<file path="config.mk">
export PLATFORM = sky130hd
export DESIGN_NAME = bcd_timekeeper
export DESIGN_NICKNAME = d
export VERILOG_FILES = /design/src/rtl/clock_pkg.sv /design/src/rtl/bcd_mod_counter.sv /design/src/rtl/bcd_timekeeper.sv
export SDC_FILE = /design/constraint.sdc
export NUM_CORES = 1
export LEC_CHECK = 0
export CAP_MARGIN = 10
export CORE_MARGIN = 2
export CORE_UTILIZATION = 60
export DETAILED_ROUTE_END_ITERATION = 6
export PLACE_DENSITY = 0.85
export SYNTH_ARGS = -nofsm -noshare
export SYNTH_HDL_FRONTEND = slang
export SYNTH_SLANG_ARGS = --single-unit
</file>
<file path="constraint.sdc">
create_clock -name clk_16mhz -period 4.3 [get_ports clk_16mhz]
set_input_delay 1.29 -clock clk_16mhz [delete_from_list [all_inputs] [get_ports clk_16mhz]]
set_output_delay 1.29 -clock clk_16mhz [all_outputs]
set_load 0.05 [all_outputs]
</file>
<file path="src/rtl/clock_pkg.sv">
// ---------------------------------------------------------------------------
// clock_pkg
// Shared constants for the time-of-day path. The timekeeper core and the
// display stage both import this package.
//   - Packed two-digit BCD layout: [7:4] tens digit, [3:0] units digit.
//   - Roll-over limits for seconds, minutes and hours (24-hour format).
// ---------------------------------------------------------------------------
package clock_pkg;

  localparam int BCD_DIGIT_W = 4;
  localparam int BCD_W       = 2 * BCD_DIGIT_W;

  typedef logic [BCD_W-1:0] bcd2_t;

  localparam bcd2_t SEC_MAX  = 8'h59;
  localparam bcd2_t MIN_MAX  = 8'h59;
  localparam bcd2_t HOUR_MAX = 8'h23;

  // Digit limits split out so counters can be parameterised per digit.
  localparam int SEC_MAX_TENS   = int'(SEC_MAX[7:4]);
  localparam int SEC_MAX_UNITS  = int'(SEC_MAX[3:0]);
  localparam int MIN_MAX_TENS   = int'(MIN_MAX[7:4]);
  localparam int MIN_MAX_UNITS  = int'(MIN_MAX[3:0]);
  localparam int HOUR_MAX_TENS  = int'(HOUR_MAX[7:4]);
  localparam int HOUR_MAX_UNITS = int'(HOUR_MAX[3:0]);

endpackage

</file>
<file path="src/rtl/bcd_mod_counter.sv">
// ---------------------------------------------------------------------------
// bcd_mod_counter
// Two-digit packed BCD counter that rolls from {MAX_TENS,MAX_UNITS} to 00.
// Units wrap 9->0 and bump the tens digit, so digits never exceed 9.
//
// Ports
//   clk_16mhz  in   clock, rising edge
//   rst        in   synchronous active-high reset, value <- 00
//   inc        in   advance by one this cycle
//   clr        in   value <- 00, takes priority over inc
//   value      out  [7:4] tens, [3:0] units (registered)
//   carry      out  combinational, high when inc rolls the value over to 00
// ---------------------------------------------------------------------------
module bcd_mod_counter
  import clock_pkg::*;
#(
  parameter int MAX_TENS  = 5,
  parameter int MAX_UNITS = 9
) (
  input  logic             clk_16mhz,
  input  logic             rst,
  input  logic             inc,
  input  logic             clr,
  output logic [BCD_W-1:0] value,
  output logic             carry
);

  localparam logic [BCD_DIGIT_W-1:0] TENS_LIM  = BCD_DIGIT_W'(MAX_TENS);
  localparam logic [BCD_DIGIT_W-1:0] UNITS_LIM = BCD_DIGIT_W'(MAX_UNITS);
  localparam logic [BCD_DIGIT_W-1:0] DIGIT_MAX = 4'd9;

  logic [BCD_DIGIT_W-1:0] tens_q, tens_d;
  logic [BCD_DIGIT_W-1:0] units_q, units_d;
  logic                   at_max;

  assign at_max = (tens_q == TENS_LIM) && (units_q == UNITS_LIM);
  assign carry  = inc && !clr && at_max;
  assign value  = {tens_q, units_q};

  always_comb begin
    tens_d  = tens_q;
    units_d = units_q;
    if (clr) begin
      tens_d  = '0;
      units_d = '0;
    end else if (inc) begin
      if (at_max) begin
        tens_d  = '0;
        units_d = '0;
      end else if (units_q == DIGIT_MAX) begin
        units_d = '0;
        tens_d  = tens_q + 1'b1;
      end else begin
        units_d = units_q + 1'b1;
      end
    end
  end

  always_ff @(posedge clk_16mhz) begin
    if (rst) begin
      tens_q  <= '0;
      units_q <= '0;
    end else begin
      tens_q  <= tens_d;
      units_q <= units_d;
    end
  end

endmodule

</file>
<file path="src/rtl/bcd_timekeeper.sv">
// ---------------------------------------------------------------------------
// bcd_timekeeper
// Time-of-day core: divides clk_16mhz down to TICK_HZ and keeps hh:mm:ss
// as packed BCD in 24-hour format, plus a half-period blink phase and a
// midnight pulse.
//
// Ports
//   clk_16mhz    in   system clock, rising edge
//   rst          in   synchronous active-high reset, overrides all inputs
//   en           in   1 = prescaler runs; 0 = prescaler and time frozen
//   inc_min      in   minutes +1 per high cycle, 59->00, no carry to hours
//   inc_hour     in   hours +1 per high cycle, 23->00, no midnight pulse
//   clr_sec      in   seconds <- 00, prescaler <- 0, suppresses the tick
//   hours_bcd    out  [7:4] tens 0-2, [3:0] units
//   minutes_bcd  out  [7:4] tens 0-5, [3:0] units
//   seconds_bcd  out  [7:4] tens 0-5, [3:0] units
//   tick         out  one-cycle pulse in the cycle the advanced time shows
//   half_sec     out  1 while prescaler < DIV/2
//   midnight     out  one-cycle pulse with tick on 23:59:59 -> 00:00:00
// ---------------------------------------------------------------------------
module bcd_timekeeper
  import clock_pkg::*;
#(
  parameter int CLK_FREQ_HZ = 16000000,
  parameter int TICK_HZ     = 1
) (
  input  logic             clk_16mhz,
  input  logic             rst,
  input  logic             en,
  input  logic             inc_min,
  input  logic             inc_hour,
  input  logic             clr_sec,
  output logic [BCD_W-1:0] hours_bcd,
  output logic [BCD_W-1:0] minutes_bcd,
  output logic [BCD_W-1:0] seconds_bcd,
  output logic             tick,
  output logic             half_sec,
  output logic             midnight
);

  localparam int DIV = CLK_FREQ_HZ / TICK_HZ;
  localparam int PW  = (DIV > 2) ? $clog2(DIV) : 1;

  if ((DIV < 2) || ((DIV % 2) != 0)) begin : g_bad_div
    $error("bcd_timekeeper: prescaler modulus %0d must be even and >= 2", DIV);
  end

  localparam logic [PW-1:0] TERM = PW'(DIV - 1);
  localparam logic [PW-1:0] HALF = PW'(DIV / 2);

  // The prescaler is kept as a down-counter of cycles remaining until the
  // advance strobe: remain = DIV-1 - prescaler. "prescaler < DIV/2" is
  // therefore "remain >= DIV/2".
  logic [PW-1:0] remain_q, remain_d;
  logic          tick_q, midnight_q, half_sec_q;

  logic strobe;
  logic sec_carry, min_carry, hour_carry;
  logic min_inc, hour_inc;
  logic at_last_second;

  // clr_sec on the terminal cycle kills the advance entirely.
  assign strobe = en && (remain_q == '0) && !clr_sec;

  always_comb begin
    remain_d = remain_q;
    if (clr_sec) begin
      remain_d = TERM;
    end else if (en) begin
      remain_d = (remain_q == '0) ? TERM : remain_q - 1'b1;
    end
  end

  // A set pulse coinciding with a ripple carry is OR-ed in, so the field
  // moves by exactly one. The hour carry is only taken from minutes when
  // the roll-over came from seconds; inc_min at 59 leaves hours alone.
  assign min_inc  = inc_min || sec_carry;
  assign hour_inc = inc_hour || (min_carry && sec_carry);

  bcd_mod_counter #(
    .MAX_TENS  (SEC_MAX_TENS),
    .MAX_UNITS (SEC_MAX_UNITS)
  ) u_sec (
    .clk_16mhz (clk_16mhz),
    .rst       (rst),
    .inc       (strobe),
    .clr       (clr_sec),
    .value     (seconds_bcd),
    .carry     (sec_carry)
  );

  bcd_mod_counter #(
    .MAX_TENS  (MIN_MAX_TENS),
    .MAX_UNITS (MIN_MAX_UNITS)
  ) u_min (
    .clk_16mhz (clk_16mhz),
    .rst       (rst),
    .inc       (min_inc),
    .clr       (1'b0),
    .value     (minutes_bcd),
    .carry     (min_carry)
  );

  bcd_mod_counter #(
    .MAX_TENS  (HOUR_MAX_TENS),
    .MAX_UNITS (HOUR_MAX_UNITS)
  ) u_hour (
    .clk_16mhz (clk_16mhz),
    .rst       (rst),
    .inc       (hour_inc),
    .clr       (1'b0),
    .value     (hours_bcd),
    .carry     (hour_carry)
  );

  // Midnight is defined by the time-driven wrap only; hour_carry alone would
  // also fire on inc_hour at 23.
  assign at_last_second = (hours_bcd == HOUR_MAX) && (minutes_bcd == MIN_MAX) &&
                          (seconds_bcd == SEC_MAX);

  always_ff @(posedge clk_16mhz) begin
    if (rst) begin
      remain_q   <= TERM;
      tick_q     <= 1'b0;
      midnight_q <= 1'b0;
      half_sec_q <= 1'b1;
    end else begin
      remain_q   <= remain_d;
      tick_q     <= strobe;
      midnight_q <= strobe && at_last_second;
      half_sec_q <= (remain_d >= HALF);
    end
  end

  assign tick     = tick_q;
  assign midnight = midnight_q;
  assign half_sec = half_sec_q;

  logic unused_hour_carry;
  assign unused_hour_carry = hour_carry;

endmodule
</file>
==> results_dict.tcl <==
set metrics [dict create \
    endpoint_kind_of_the_worst_setup_timing_path "register" \
    critPathKind "input pin to register" \
    power.share.clock_pct 39.5 \
    tightest_pin_transition_ns 0.9279 \
    worst_setup_path_start_kind "input pin" \
    antenna_found_initial 0 \
    wire_per_inst_um 14.49 \
    place.port_buffers 32 \
    final_max_slew_viol_count 0 \
    yosysUniqueCellTypes 49 \
    cts_inserted_buffers 5 \
    clk-insertion-delay-late_ns 0.31 \
    final_min_period_over_clock_period_pct 83.96 \
    ys_top_cells_by_area "dfxtp_1 (38%), ha_1 (6.4%), nand2_1 (5.7%)" \
    top_cells_by_instance_count_after_synthesis "dfxtp_1 (51), nand2_1 (41), nor2_1 (34)" \
    cells_resized_by_post_cts_repair 0 \
    ys.flop_type "dfxtp_1" \
    syn_inst 319 \
    postSynthRegisterBits 51 \
    critical_path_fanouts_max 12 \
    rsz0062_at_grt "false" \
    synth-edff-count 0 \
    area_growth_pct 17.50 \
    drtIter0Drc 109 \
    run_status "finished, final reports clean" \
    ff2ff_setup_slack_ns 1.56 \
    clkTransAtPathRegs_ns 0.09 \
    grt_remaining_overflow 0 \
    net-switching-power_w 0.0001921 \
    max_stage_delay_ns 0.60 \
    starting_density_pct 62.41 \
    min_path_type "register to register" \
    post_synthesis_sequential_area_ratio_pct 37.57 \
    cellInternalPower_w 0.0006809 \
    number_of_warnings_issued_by_yosys 0 \
    num-nets-final 370 \
    number_of_placed_instances_taps_included 395 \
    fin_setup_tns_ns 0 \
    groute.usage.overall_pct 24.54 \
    p_leak_nw 1.137 \
    routed_wl_um 5840 \
    h-tree-depth 2 \
    route.detailed.vias_per_inst 5.995 \
    tritoncts_clock_tree "done" \
    postSynth.asyncResetShare_pct 0 \
    critical_path_arrival_ns 3.85 \
    die_h_um 71.30 \
    die_x_um 71.30 \
    synth_most_common_cell "dfxtp_1" \
    cell_count_final_fillers_out 403 \
    slew_headroom_pct 37.91 \
    antenna_left 0 \
    coreArea_um2 4354 \
    diode_insertion_count_for_antenna_repair 0 \
    min_period_ns 3.610 \
    cts.path.max_buffers 2 \
    critPathRequiredTime_ns 4.54 \
    vias 2416 \
    fill_cells 324 \
    drc 0 \
    crit_path_top_delay_cell "clkdlybuf4s50_1" \
    maxCapViolations 0 \
    timing.final.setup_violations 0 \
    synth_area_per_cell_um2 8.519 \
    library_cell_occupying_the_most_area_in_the_post_synthesis_netlist "dfxtp_1" \
    grt_pass1_wl_um 10120 \
    p_seq_share_pct 55.0 \
    cp_num_buf_inv 1 \
    clock_sink_count 51 \
    clock-skew-final_ns 0.007230 \
    grt_start_max_net_pins 19 \
    post-dp-hpwl_um 4287 \
    dieArea_um2 5084 \
    place.gp.congestion 0.8563 \
    max_freq_ghz 0.2770 \
    post-cts-setup-buffer-count 0 \
    synthesis.area_um2 2718 \
    drtPass1Iterations 4 \
    via_count_of_the_first_global_routing_pass 2234 \
    synthesis.nets 339 \
    power.share.switching_pct 22.01 \
    floorplan.io_pins 33 \
    std_cell_rows 24 \
    cts.hold.buffers_added 0 \
    comb_power_share_pct 5.5 \
    timing.critical_path.max_delay_family "simple AND/OR/NAND/NOR gates" \
    power_per_cell_area_nw_per_um2 273.4 \
    crit_chain "clkdlybuf4s50_1 > nor4b_4 > nand4_2 > nor4_2 > nor2_1 > or4_1 > a21oi_1" \
    vdd_drop_max_uv 160.8 \
    clk_root_buffer_cell "clkbuf_8" \
    finalHoldViolations 0 \
    layout-drive-gt1-share_pct 6.553 \
    synth_top_area_share_pct 37.57 \
]
-- power by group through the flow --
| stage | combinational (W) | sequential, W | clock [W] |
|---|---|---|---|
| finish | 0.0000478 | 0.000480 | 0.000345 |
| global route | 0.0000522 | 0.000482 | 0.000368 |
| CTS | 0.0000479 | 0.000480 | 0.000351 |
| detailed placement | 0.0000476 | 0.000492 | 0 |
| global placement | 0.0000465 | 0.000491 | 0 |
| floorplan | 0.0000193 | 0.000501 | 0 |
-- path summary, 6_finish.rpt --
path	startpoint	end	cells past startpoint
worst min register to register	u_sec.units_q[3]	u_sec.units_q[3]	2
worst min-delay path	u_sec.units_q[3]	u_sec.units_q[3]	2
worst max-delay path	en	u_hour.units_q[3]	7
worst max register to register	remain_q[0]	half_sec	8
-- sequential cells by signal, indices dropped and copies added, names as in the netlist --
signal          count
half_sec            1
midnight            1
remain_q           24
tick                1
u_hour.tens_q       4
u_hour.units_q      4
u_min.tens_q        4
u_min.units_q       4
u_sec.tens_q        4
u_sec.units_q       4
-- area by class of cell --
cell class / instances / area [um^2] / share of cell area [%]
inverter: 11 / 41.29 / 1.293
multi-input combinational: 248 / 1620 / 50.74
tap: 52 / 65.06 / 2.038
timing repair buffer: 33 / 327.8 / 10.27
sequential: 51 / 1021 / 31.97
clock buffer: 6 / 82.58 / 2.586
clock inverter: 2 / 35.03 / 1.097
-- metal layers --
| layer | vias to the layer above | GRT usage (%) | part of all wire, % | wire length [um] |
|---|---|---|---|---|
| met5 | - | 0 | 0 | 0 |
| met4 | 0 | 10.90 | 2.2 | 128 |
| met3 | 13 | 4.641 | 4.9 | 285 |
| met2 | 74 | 41.56 | 48 | 2829 |
| met1 | 1136 | 30.37 | 44 | 2596 |
| li1 | 1193 | - | - | - |
-- tightest hold or removal path, delay by kind of cell, from the launching register on --
family | cells | cell delay, ns
compound gates | 2 | 0.14
flops | 1 | 0.34
-- through the flow --
stage	cell area (um^2)	worst slack, ns	utilization, %	hold WS [ns]	power [W]
floorplan	2718	1.323	-	0.4802	0.0005201
global placement	3075	0.4680	70.63	0.4790	0.0005378
detailed placement	3075	0.3877	70.63	0.5001	0.0005391
CTS	3193	0.7034	73.33	0.5122	0.0008792
global route	3193	0.5169	73.33	0.5449	0.0009014
finish	3193	0.6897	73.33	0.5120	0.0008730
-- cell families (layout without fill, tap and decap cells) --
logic type | after synthesis | after routing | share of synthesized area (%)
AND/OR/NAND/NOR | 163 | 163 | 34.85
flip-flops | 51 | 51 | 37.57
AO/OA/AOI/OAI | 44 | 44 | 9.531
XOR/XNOR | 25 | 25 | 8.057
buffers and inverters | 20 | 52 | 2.808
adder cells (fa/ha/maj) | 14 | 14 | 6.446
multiplexers | 2 | 2 | 0.7367
-- cells in the final DEF (no fill, tap or decap), types with 11 or more instances in the layout --
cell             netlist  final
a21oi_1               17     17
clkdlybuf4s50_1        0     32
dfxtp_1               51     51
ha_1                  14     14
inv_1                 11     11
nand2_1               41     41
nand3_1               14     14
nor2_1                34     34
o21ai_0               12     12
or3_1                 19     19
xnor2_1               15     15
(Power assumes the default switching activity.)
